<file path="src/rtl/fpu_pkg.sv">
// fpu_pkg: fp32 constants, FSM states and the shared
// round/pack helper used by fmul and fadd.
package fpu_pkg;

  localparam logic [31:0] RSQRT_MAGIC = 32'h5F375A86;
  localparam logic [31:0] FP_HALF     = 32'h3F000000;
  localparam logic [31:0] FP_3HALF    = 32'h3FC00000;
  localparam logic [31:0] FP_QNAN     = 32'h7FC00000;
  localparam logic [31:0] FP_PINF     = 32'h7F800000;
  localparam logic [31:0] FP_NINF     = 32'hFF800000;

  localparam logic [2:0] RM_RNE = 3'd0;
  localparam logic [2:0] RM_RTZ = 3'd1;
  localparam logic [2:0] RM_RDN = 3'd2;
  localparam logic [2:0] RM_RUP = 3'd3;
  localparam logic [2:0] RM_RMM = 3'd4;

  typedef enum logic [2:0] {
    IDLE, HALF, MUL_YY, MUL_HX,
    SUB, MUL_Y, ROOT, DONE
  } state_e;

  function automatic int cnt_width(input int iters);
    return $clog2(iters + 1);
  endfunction

  // m has its leading one at bit 23; e is the biased exponent of m.
  function automatic logic [31:0] fp_round(
    input logic              s,
    input logic signed [9:0] e,
    input logic [23:0]       m,
    input logic              g,
    input logic              st,
    input logic [2:0]        rm
  );
    logic              up;
    logic              to_max;
    logic [24:0]       mr;
    logic signed [9:0] er;
    unique case (rm)
      RM_RTZ:  up = 1'b0;
      RM_RDN:  up = s & (g | st);
      RM_RUP:  up = ~s & (g | st);
      RM_RMM:  up = g;
      default: up = g & (st | m[0]);
    endcase
    mr = {1'b0, m} + {24'd0, up};
    er = e;
    if (mr[24]) begin
      mr = mr >> 1;
      er = e + 10'sd1;
    end
    to_max = (rm == RM_RTZ)
           | ((rm == RM_RDN) & ~s)
           | ((rm == RM_RUP) & s);
    if (er >= 10'sd255)
      return to_max ? {s, 31'h7F7FFFFF}
                    : {s, 31'h7F800000};
    else if (er <= 10'sd0)
      return {s, 31'd0};
    else
      return {s, er[7:0], mr[22:0]};
  endfunction

endpackage

</file>
<file path="src/rtl/fadd.sv">
// fadd: combinational fp32 adder, denormals flushed
// to zero, guard/round/sticky alignment.
module fadd
  import fpu_pkg::*;
(
  input  logic [31:0] a_i,
  input  logic [31:0] b_i,
  input  logic [2:0]  rm_i,
  output logic [31:0] y_o
);

  logic              a_z, b_z;
  logic              a_inf, b_inf;
  logic              a_nan, b_nan;
  logic              zs;
  logic              sub;
  logic [31:0]       big, sml;
  logic [7:0]        d;
  logic [50:0]       wide;
  logic [26:0]       al;
  logic [27:0]       sum;
  logic [26:0]       nrm;
  logic [4:0]        lz;
  logic signed [9:0] e;

  assign a_z   = a_i[30:23] == 8'd0;
  assign b_z   = b_i[30:23] == 8'd0;
  assign a_inf = (a_i[30:23] == 8'hFF) & ~|a_i[22:0];
  assign b_inf = (b_i[30:23] == 8'hFF) & ~|b_i[22:0];
  assign a_nan = (a_i[30:23] == 8'hFF) & |a_i[22:0];
  assign b_nan = (b_i[30:23] == 8'hFF) & |b_i[22:0];
  assign zs    = (a_i[31] & b_i[31])
               | ((rm_i == RM_RDN) & (a_i[31] | b_i[31]));

  always_comb begin
    big  = (a_i[30:0] < b_i[30:0]) ? b_i : a_i;
    sml  = (a_i[30:0] < b_i[30:0]) ? a_i : b_i;
    sub  = big[31] ^ sml[31];
    d    = big[30:23] - sml[30:23];
    wide = {1'b1, sml[22:0], 27'd0} >> d;
    // bits shifted past the guard/round pair fold into sticky
    al   = (d > 8'd50) ? 27'd1
         : {wide[50:25], wide[24] | (|wide[23:0])};
    sum  = sub ? {2'b01, big[22:0], 3'd0} - {1'b0, al}
               : {2'b01, big[22:0], 3'd0} + {1'b0, al};
    lz   = '0;
    for (int i = 0; i < 27; i++)
      if (sum[i]) lz = 5'(26 - i);
    if (sum[27]) begin
      nrm = {sum[27:2], sum[1] | sum[0]};
      e   = $signed({2'b0, big[30:23]}) + 10'sd1;
    end else begin
      nrm = sum[26:0] << lz;
      e   = $signed({2'b0, big[30:23]})
          - $signed({5'b0, lz});
    end
    if (a_nan | b_nan | (a_inf & b_inf & (a_i[31] ^ b_i[31])))
      y_o = FP_QNAN;
    else if (a_inf)
      y_o = a_i;
    else if (b_inf)
      y_o = b_i;
    else if (a_z & b_z)
      y_o = {zs, 31'd0};
    else if (a_z)
      y_o = b_i;
    else if (b_z)
      y_o = a_i;
    else if (sum == '0)
      y_o = {rm_i == RM_RDN, 31'd0};
    else
      y_o = fp_round(big[31], e, nrm[26:3], nrm[2],
                     |nrm[1:0], rm_i);
  end

endmodule

</file>
<file path="src/rtl/fmul.sv">
// fmul: combinational fp32 multiplier, denormals
// flushed to zero, five RISC-V rounding modes.
module fmul
  import fpu_pkg::*;
(
  input  logic [31:0] a_i,
  input  logic [31:0] b_i,
  input  logic [2:0]  rm_i,
  output logic [31:0] y_o
);

  logic              s;
  logic              a_z, b_z;
  logic              a_inf, b_inf;
  logic              a_nan, b_nan;
  logic [47:0]       p;
  logic [47:0]       pn;
  logic signed [9:0] e;

  assign s     = a_i[31] ^ b_i[31];
  assign a_z   = a_i[30:23] == 8'd0;
  assign b_z   = b_i[30:23] == 8'd0;
  assign a_inf = (a_i[30:23] == 8'hFF) & ~|a_i[22:0];
  assign b_inf = (b_i[30:23] == 8'hFF) & ~|b_i[22:0];
  assign a_nan = (a_i[30:23] == 8'hFF) & |a_i[22:0];
  assign b_nan = (b_i[30:23] == 8'hFF) & |b_i[22:0];

  assign p = {24'd0, 1'b1, a_i[22:0]}
           * {24'd0, 1'b1, b_i[22:0]};

  always_comb begin
    pn = p[47] ? p : {p[46:0], 1'b0};
    e  = $signed({2'b0, a_i[30:23]})
       + $signed({2'b0, b_i[30:23]})
       - 10'sd127
       + (p[47] ? 10'sd1 : 10'sd0);
    if (a_nan | b_nan | (a_inf & b_z) | (b_inf & a_z))
      y_o = FP_QNAN;
    else if (a_inf | b_inf)
      y_o = {s, 31'h7F800000};
    else if (a_z | b_z)
      y_o = {s, 31'd0};
    else
      y_o = fp_round(s, e, pn[47:24], pn[23],
                     |pn[22:0], rm_i);
  end

endmodule

</file>
<file path="src/rtl/fsqrt_special.sv">
// fsqrt_special: classifies operands that bypass the
// Newton iteration and supplies their final result.
module fsqrt_special
  import fpu_pkg::*;
(
  input  logic [31:0] x_i,
  input  logic        mode_i,
  output logic        is_special_o,
  output logic [31:0] res_o,
  output logic        invalid_o
);

  logic zero, nan, neg_nz, pinf;

  assign zero   = x_i[30:23] == 8'd0;
  assign nan    = (x_i[30:23] == 8'hFF) & |x_i[22:0];
  assign neg_nz = x_i[31] & ~zero & ~nan;
  assign pinf   = ~x_i[31] & (x_i[30:0] == 31'h7F800000);

  always_comb begin
    is_special_o = 1'b1;
    res_o        = FP_QNAN;
    invalid_o    = 1'b0;
    unique case (1'b1)
      nan:     invalid_o = ~x_i[22];
      zero:    res_o = mode_i ? {x_i[31], 31'd0}
                              : (x_i[31] ? FP_NINF : FP_PINF);
      neg_nz:  invalid_o = 1'b1;
      pinf:    res_o = mode_i ? FP_PINF : 32'd0;
      default: is_special_o = 1'b0;
    endcase
  end

endmodule

</file>
<file path="src/rtl/fsqrt_iter.sv">
// fsqrt_iter: iterative fp32 rsqrt/sqrt via Newton steps.
// FSQRT_SPECIAL_CASE_EN enables the special-operand bypass.
module fsqrt_iter
  import fpu_pkg::*;
#(
  parameter int NEWTON_ITERS = 2
) (
  input  logic        clk,
  input  logic        rst,
  input  logic        in_valid,
  output logic        in_ready,
  input  logic [31:0] num,
  input  logic        mode,
  input  logic [2:0]  rm,
  output logic        out_valid,
  input  logic        out_ready,
  output logic [31:0] result,
  output logic        invalid
);

  localparam int CW = cnt_width(NEWTON_ITERS);

  state_e          state_q, state_d;
  logic [31:0]     x_q, x_d;
  logic [31:0]     hx_q, hx_d;
  logic [31:0]     y_q, y_d;
  logic [31:0]     t_q, t_d;
  logic            mode_q, mode_d;
  logic [2:0]      rm_q, rm_d;
  logic [CW-1:0]   cnt_q, cnt_d;
  logic            inv_q, inv_d;
  logic            acc;
  logic [31:0]     ma, mb, mr, ar;
  logic            sp_hit, sp_inv;
  logic [31:0]     sp_res;

`ifdef FSQRT_SPECIAL_CASE_EN
  fsqrt_special u_special (
    .x_i          (num),
    .mode_i       (mode),
    .is_special_o (sp_hit),
    .res_o        (sp_res),
    .invalid_o    (sp_inv)
  );
  assign invalid = inv_q;
`else
  assign sp_hit  = 1'b0;
  assign sp_res  = '0;
  assign sp_inv  = 1'b0;
  assign invalid = 1'b0;
`endif

  assign in_ready  = (state_q == IDLE) & ~rst;
  assign acc       = in_valid & in_ready;
  assign out_valid = state_q == DONE;
  assign result    = y_q;

  always_comb begin
    ma = y_q;
    mb = y_q;
    unique case (state_q)
      HALF:    begin ma = x_q; mb = FP_HALF; end
      MUL_HX:  begin ma = t_q; mb = hx_q;    end
      MUL_Y:   begin ma = y_q; mb = t_q;     end
      ROOT:    begin ma = x_q; mb = y_q;     end
      default: ;
    endcase
  end

  fmul u_mul (
    .a_i  (ma),
    .b_i  (mb),
    .rm_i (rm_q),
    .y_o  (mr)
  );

  // 1.5 - t computed as 1.5 + (-t)
  fadd u_add (
    .a_i  (FP_3HALF),
    .b_i  ({~t_q[31], t_q[30:0]}),
    .rm_i (rm_q),
    .y_o  (ar)
  );

  always_comb begin
    state_d = state_q;
    x_d     = x_q;
    hx_d    = hx_q;
    y_d     = y_q;
    t_d     = t_q;
    mode_d  = mode_q;
    rm_d    = rm_q;
    cnt_d   = cnt_q;
    inv_d   = inv_q;
    unique case (state_q)
      IDLE: if (acc) begin
        x_d     = num;
        mode_d  = mode;
        rm_d    = rm;
        cnt_d   = '0;
        inv_d   = sp_inv;
        y_d     = sp_hit ? sp_res
                         : RSQRT_MAGIC - {1'b0, num[31:1]};
        state_d = sp_hit ? DONE : HALF;
      end
      HALF: begin
        hx_d    = mr;
        state_d = MUL_YY;
      end
      MUL_YY: begin
        t_d     = mr;
        state_d = MUL_HX;
      end
      MUL_HX: begin
        t_d     = mr;
        state_d = SUB;
      end
      SUB: begin
        t_d     = ar;
        state_d = MUL_Y;
      end
      MUL_Y: begin
        y_d   = mr;
        cnt_d = cnt_q + 1'b1;
        if (int'(cnt_q) + 1 < NEWTON_ITERS)
          state_d = MUL_YY;
        else
          state_d = mode_q ? ROOT : DONE;
      end
      ROOT: begin
        y_d     = mr;
        state_d = DONE;
      end
      DONE: if (out_ready) state_d = IDLE;
      default: state_d = IDLE;
    endcase
  end

  always_ff @(posedge clk) begin
    if (rst) begin
      state_q <= IDLE;
      x_q     <= '0;
      hx_q    <= '0;
      y_q     <= '0;
      t_q     <= '0;
      mode_q  <= 1'b0;
      rm_q    <= '0;
      cnt_q   <= '0;
      inv_q   <= 1'b0;
    end else begin
      state_q <= state_d;
      x_q     <= x_d;
      hx_q    <= hx_d;
      y_q     <= y_d;
      t_q     <= t_d;
      mode_q  <= mode_d;
      rm_q    <= rm_d;
      cnt_q   <= cnt_d;
      inv_q   <= inv_d;
    end
  end

endmodule

</file>
<file path="config.mk">
export PLATFORM = sky130hd
export DESIGN_NAME = fsqrt_iter
export DESIGN_NICKNAME = d
export VERILOG_FILES = /design/src/rtl/fpu_pkg.sv /design/src/rtl/fadd.sv /design/src/rtl/fmul.sv /design/src/rtl/fsqrt_special.sv /design/src/rtl/fsqrt_iter.sv
export SDC_FILE = /design/constraint.sdc
export NUM_CORES = 2
export LEC_CHECK = 0
export ABC_AREA = 1
export BUFFER_PORTS_ARGS = -buffer_cell sky130_fd_sc_hd__buf_2
export CORE_MARGIN = 2
export CORE_UTILIZATION = 60
export CTS_CLUSTER_SIZE = 10
export DETAILED_ROUTE_END_ITERATION = 10
export PLACE_DENSITY = 0.87
export SETUP_SLACK_MARGIN = 0.1
export SYNTH_ARGS = -nofsm -noshare
export SYNTH_HDL_FRONTEND = slang
export SYNTH_SLANG_ARGS = --single-unit
export TNS_END_PERCENT = 30
</file>
<file path="constraint.sdc">
create_clock -name clk -period 33.9 [get_ports clk]
set_input_delay 1.695 -clock clk [delete_from_list [all_inputs] [get_ports clk]]
set_output_delay 1.695 -clock clk [all_outputs]
set_load 0.005 [all_outputs]
</file>
==> results_tabular.tex <==
\begin{tabular}{lr}
\hline
Metric & Value \\
\hline
\multicolumn{2}{l}{\textbf{Run status}} \\
Result of the run & complete, but fails checks \\
Violations in the final reports & design-rule violations \\
\multicolumn{2}{l}{\textbf{Timing}} \\
Unrepaired setup endpoints after global routing & no \\
Slew Limit Headroom & 7.789\% \\
Number of hold violations in the final report & 0 \\
Final setup TNS & 0 ns \\
Worst-case clock skew & 0.01544 ns \\
Slew of the pin with the lowest slew margin & 1.369 ns \\
Final-report setup violation count & 0 \\
Max-slew violation count & 0 \\
Final critical path time including I/O delays and setup & 17.01 ns \\
Post-route fraction of the period consumed by the critical path & 50.17\% \\
Peak Freq & 58.80 MHz \\
\multicolumn{2}{l}{\textbf{CTS}} \\
Count of buffers added by post-CTS timing repair for setup & 0 \\
Clock tree from TritonCTS & yes \\
Buffer type at the clock tree root & clkbuf\_16 \\
Insertion delay to the later sink of the worst-skew pair & 0.43 ns \\
CTS Hold Buffers Added & 0 \\
CTS resizes & 0 \\
Clock buffer depth & 2 \\
Number of clock sinks seen by CTS & 137 \\
Number of H-tree levels & 4 \\
Total clock buffers created by CTS & 17 \\
Clock transition at path regs & 0.07 ns \\
\multicolumn{2}{l}{\textbf{Placed design}} \\
Input/output buffers & 73 \\
Placed instance count & 6056 \\
DP Wirelength & 100100 um \\
Routability congestion estimate & 1.053 \\
\multicolumn{2}{l}{\textbf{Critical path}} \\
Crit path max-delay cell type & clkinv\_1 \\
Crit path arrival time & 17.34 ns \\
Worst r2r src & state\_q[0] \\
CP Data Required Time & 34.24 ns \\
R2r endpoint & result[8] \\
Type of the worst setup path & reg2reg \\
Maximum net fanout on the critical path & 35 \\
Startpoint type of the worst setup path & flop \\
R2R cell count & 64 \\
Slack of the worst reg-to-reg path & 16.89 ns \\
Most prevalent standard cell on the critical path & nor2\_1 \\
Critical path's largest stage delay & 0.86 ns \\
CP Capture Type & flop \\
\multicolumn{2}{l}{\textbf{Yosys}} \\
Fraction of the mapped netlist area in compound gates & 11.80\% \\
Number of synthesized flops with an enable pin & 0 \\
Simple-gate share of the synthesized area & 28.61\% \\
Post-synthesis sequential element count & 137 \\
Synthesized area & 35920 sq um \\
Yosys warnings & 0 \\
Primary flip-flop cell chosen by synthesis mapping & dfxtp\_1 \\
Total nets after synthesis & 6150 \\
Number of library cell types mapped by synthesis & 75 \\
Share of synthesized area spent on multiplexers & 0.05573\% \\
Synthesized-area fraction occupied by xor and xnor cells & 3.239\% \\
Part of the Yosys area used for sequential elements & 7.634\% \\
Average size of a mapped cell & 6.679 sq um \\
Async set-reset flop share out of synthesis & 0\% \\
Arithmetic-cell share of the synthesized area counting full adders, half adders and majority gates & 35.59\% \\
Main combinational cell family by area after synthesis & adder cells \\
Mapped Cells & 5379 \\
\multicolumn{2}{l}{\textbf{Floorplan}} \\
Initial Utilization & 60.75\% \\
Row Count & 89 \\
CORE AREA & 59130 sq um \\
Die width & 248.7 um \\
Ports & 75 \\
Overall die height & 248.7 um \\
DIE AREA & 61850 sq um \\
\multicolumn{2}{l}{\textbf{Drt}} \\
DRC & 8 \\
DR vias & 37311 \\
Final wirelength & 127700 um \\
Detail-routed net length per standard cell & 20.96 um \\
Antenna Violating Nets Remaining & 0 \\
DRT iter0 DRCs & 5281 \\
1st-pass router iterations & 11 \\
Vias per inst & 6.126 \\
\multicolumn{2}{l}{\textbf{Finish}} \\
Filler cell count in the final layout & 5355 \\
Fraction of layout instances using a drive strength above 1 & 5.533\% \\
Nets & 6073 \\
Final cell utilization of the core & 63.11\% \\
Layout Area Growth over Synthesis & 3.880\% \\
Final cell count without fillers & 6091 \\
\multicolumn{2}{l}{\textbf{Global routing}} \\
Number of global-route vias before repair & 36030 \\
Total global routing overflow & 0 \\
Overall routing resource usage & 41.06\% \\
Maximum number of pins on one net before global-route repair & 102 \\
Global-route wire length before repair & 199200 um \\
Number of antenna violations at the first check in global routing & 4 \\
\multicolumn{2}{l}{\textbf{Hold path}} \\
Startpoint of the most critical hold path & x\_q[22] \\
WHS Path Cells & 2 \\
Worst min-delay path class & reg2reg \\
Sink of the worst hold path & x\_q[22] \\
\multicolumn{2}{l}{\textbf{Power and ir drop}} \\
Maximum vdd ir drop & 0.0001098 V \\
Final Total Pwr & 4.045 mW \\
Cell area power density & 108.4 nW/um\^{}2 \\
Leakage Power & 18.67 nW \\
\multicolumn{2}{l}{\textbf{Run}} \\
Max\_cap viols & 0 \\
\hline
\end{tabular}
==> worst max-delay path, delay by kind of cell, from the launching register on <==
family | cells | cell delay [ns]
and+or+nand+nor | 24 | 4.74
AOI/OAI and AO/OA | 16 | 4.56
adders and majority gates | 10 | 4.04
buffers and inverters | 13 | 2.77
DFF | 1 | 0.38
xor gates and xnor gates | 1 | 0.34
==> placed cells by master, fill, tap and decap left out, types with 65 or more instances in the layout <==
cell	instances
a21oi_1	274
buf_2	73
buf_4	65
dfxtp_1	137
fa_1	485
ha_1	246
inv_1	916
nand2_1	1292
nand3_1	432
nor2_1	506
o21ai_0	287
xor2_1	93
==> cells in the mapped netlist (4+ instances only) <==
master | number | area share (%)
a311oi_1 | 4 | 0.098
o32ai_1 | 4 | 0.098
buf_6 | 12 | 0.38
nand3_2 | 9 | 0.25
nor3_1 | 45 | 0.63
buf_2 | 34 | 0.47
nor2_2 | 10 | 0.17
nand3b_1 | 5 | 0.10
o2111ai_1 | 6 | 0.15
fa_1 | 485 | 27
o21ai_2 | 7 | 0.17
a22oi_1 | 12 | 0.25
nand4_1 | 55 | 0.96
ha_1 | 246 | 8.6
a221oi_1 | 4 | 0.098
nor4_1 | 16 | 0.28
o21ai_1 | 22 | 0.31
inv_1 | 917 | 9.6
buf_1 | 17 | 0.18
buf_4 | 20 | 0.42
xnor2_1 | 33 | 0.80
a31oi_1 | 16 | 0.28
o21ai_0 | 289 | 4.0
o22ai_1 | 28 | 0.49
inv_2 | 14 | 0.15
o211ai_1 | 22 | 0.46
nand2_1 | 1293 | 14
a21oi_1 | 277 | 3.9
nand2_4 | 7 | 0.22
clkbuf_1 | 149 | 1.6
a211oi_1 | 11 | 0.23
dfxtp_1 | 137 | 7.6
o221ai_1 | 6 | 0.15
nand2_2 | 29 | 0.51
nand3_1 | 432 | 6.0
o21bai_1 | 8 | 0.17
nor2_1 | 510 | 5.3
or2_2 | 10 | 0.17
xor2_1 | 93 | 2.3
clkinv_1 | 20 | 0.21
o31ai_1 | 7 | 0.15
==> cell type report <==
type,count,area (sq um),share of cell area [%]
Multi-Input combinational cell,4054,28550,76.51
Inverter,954,3588,9.616
Sequential cell,137,2743,7.349
Tap cell,773,967.2,2.592
Timing Repair Buffer,138,853.3,2.287
Clock buffer,20,456.7,1.224
Clock inverter,11,146.4,0.3923
Antenna cell,4,10.01,0.02682
==> per-stage QoR <==
step / hold WS, ns / setup WS (ns) / instance area (sq um)
after floorplan: 0.4297 / 21.11 / 35920
after global placement: 0.4434 / 18.23 / 36710
after detailed placement: 0.4521 / 17.47 / 36710
after CTS: 0.4618 / 17.40 / 37310
after global routing: 0.4710 / 15.77 / 37310
final: 0.4671 / 16.89 / 37320
==> per-layer routing <==
layer | global-route usage (%) | vias to the layer above | wire, um | share of wire, %
met5 | 0 | - | 0 | 0
met4 | 21.75 | 0 | 8296 | 6.5
met3 | 14.69 | 541 | 20660 | 16
met2 | 59.37 | 2637 | 51550 | 40
met1 | 53.83 | 17393 | 47160 | 37
li1 | - | 16740 | - | -
==> sequential cells by signal (all words and copies together), names as in the netlist <==
signal and cells:
t_q 32, x_q 32, rm_q 3, result 32, hx_q 32, cnt_q 2
mode_q 1, state_q 3
==> where the power goes <==
group / switching (mW) / leakage [nW] / internal (mW)
logic: 2.48 / 17.3 / 1.12
clock network: 0.0766 / 0.281 / 0.119
registers: 0.0531 / 1.12 / 0.199
==> cells by family after synthesis <==
group | after synthesis
other | 1
buffers and inverters | 1188
and+or+nand+nor | 2437
adders and majority gates | 731
muxes | 2
DFF | 137
xor gates and xnor gates | 129
AOI/OAI and AO/OA | 754
==> worst max-delay path by stage <==
stage | start | to | slack (ns)
after floorplan | state_q[0] | t_q[0] | 21.11
after detailed placement | state_q[0] | result[8] | 17.47
after global routing | state_q[0] | result[8] | 15.77
final | state_q[0] | result[8] | 16.89
after CTS | state_q[0] | result[8] | 17.40
after global placement | state_q[0] | t_q[27] | 18.23
Power figures use the tool's default switching activity.
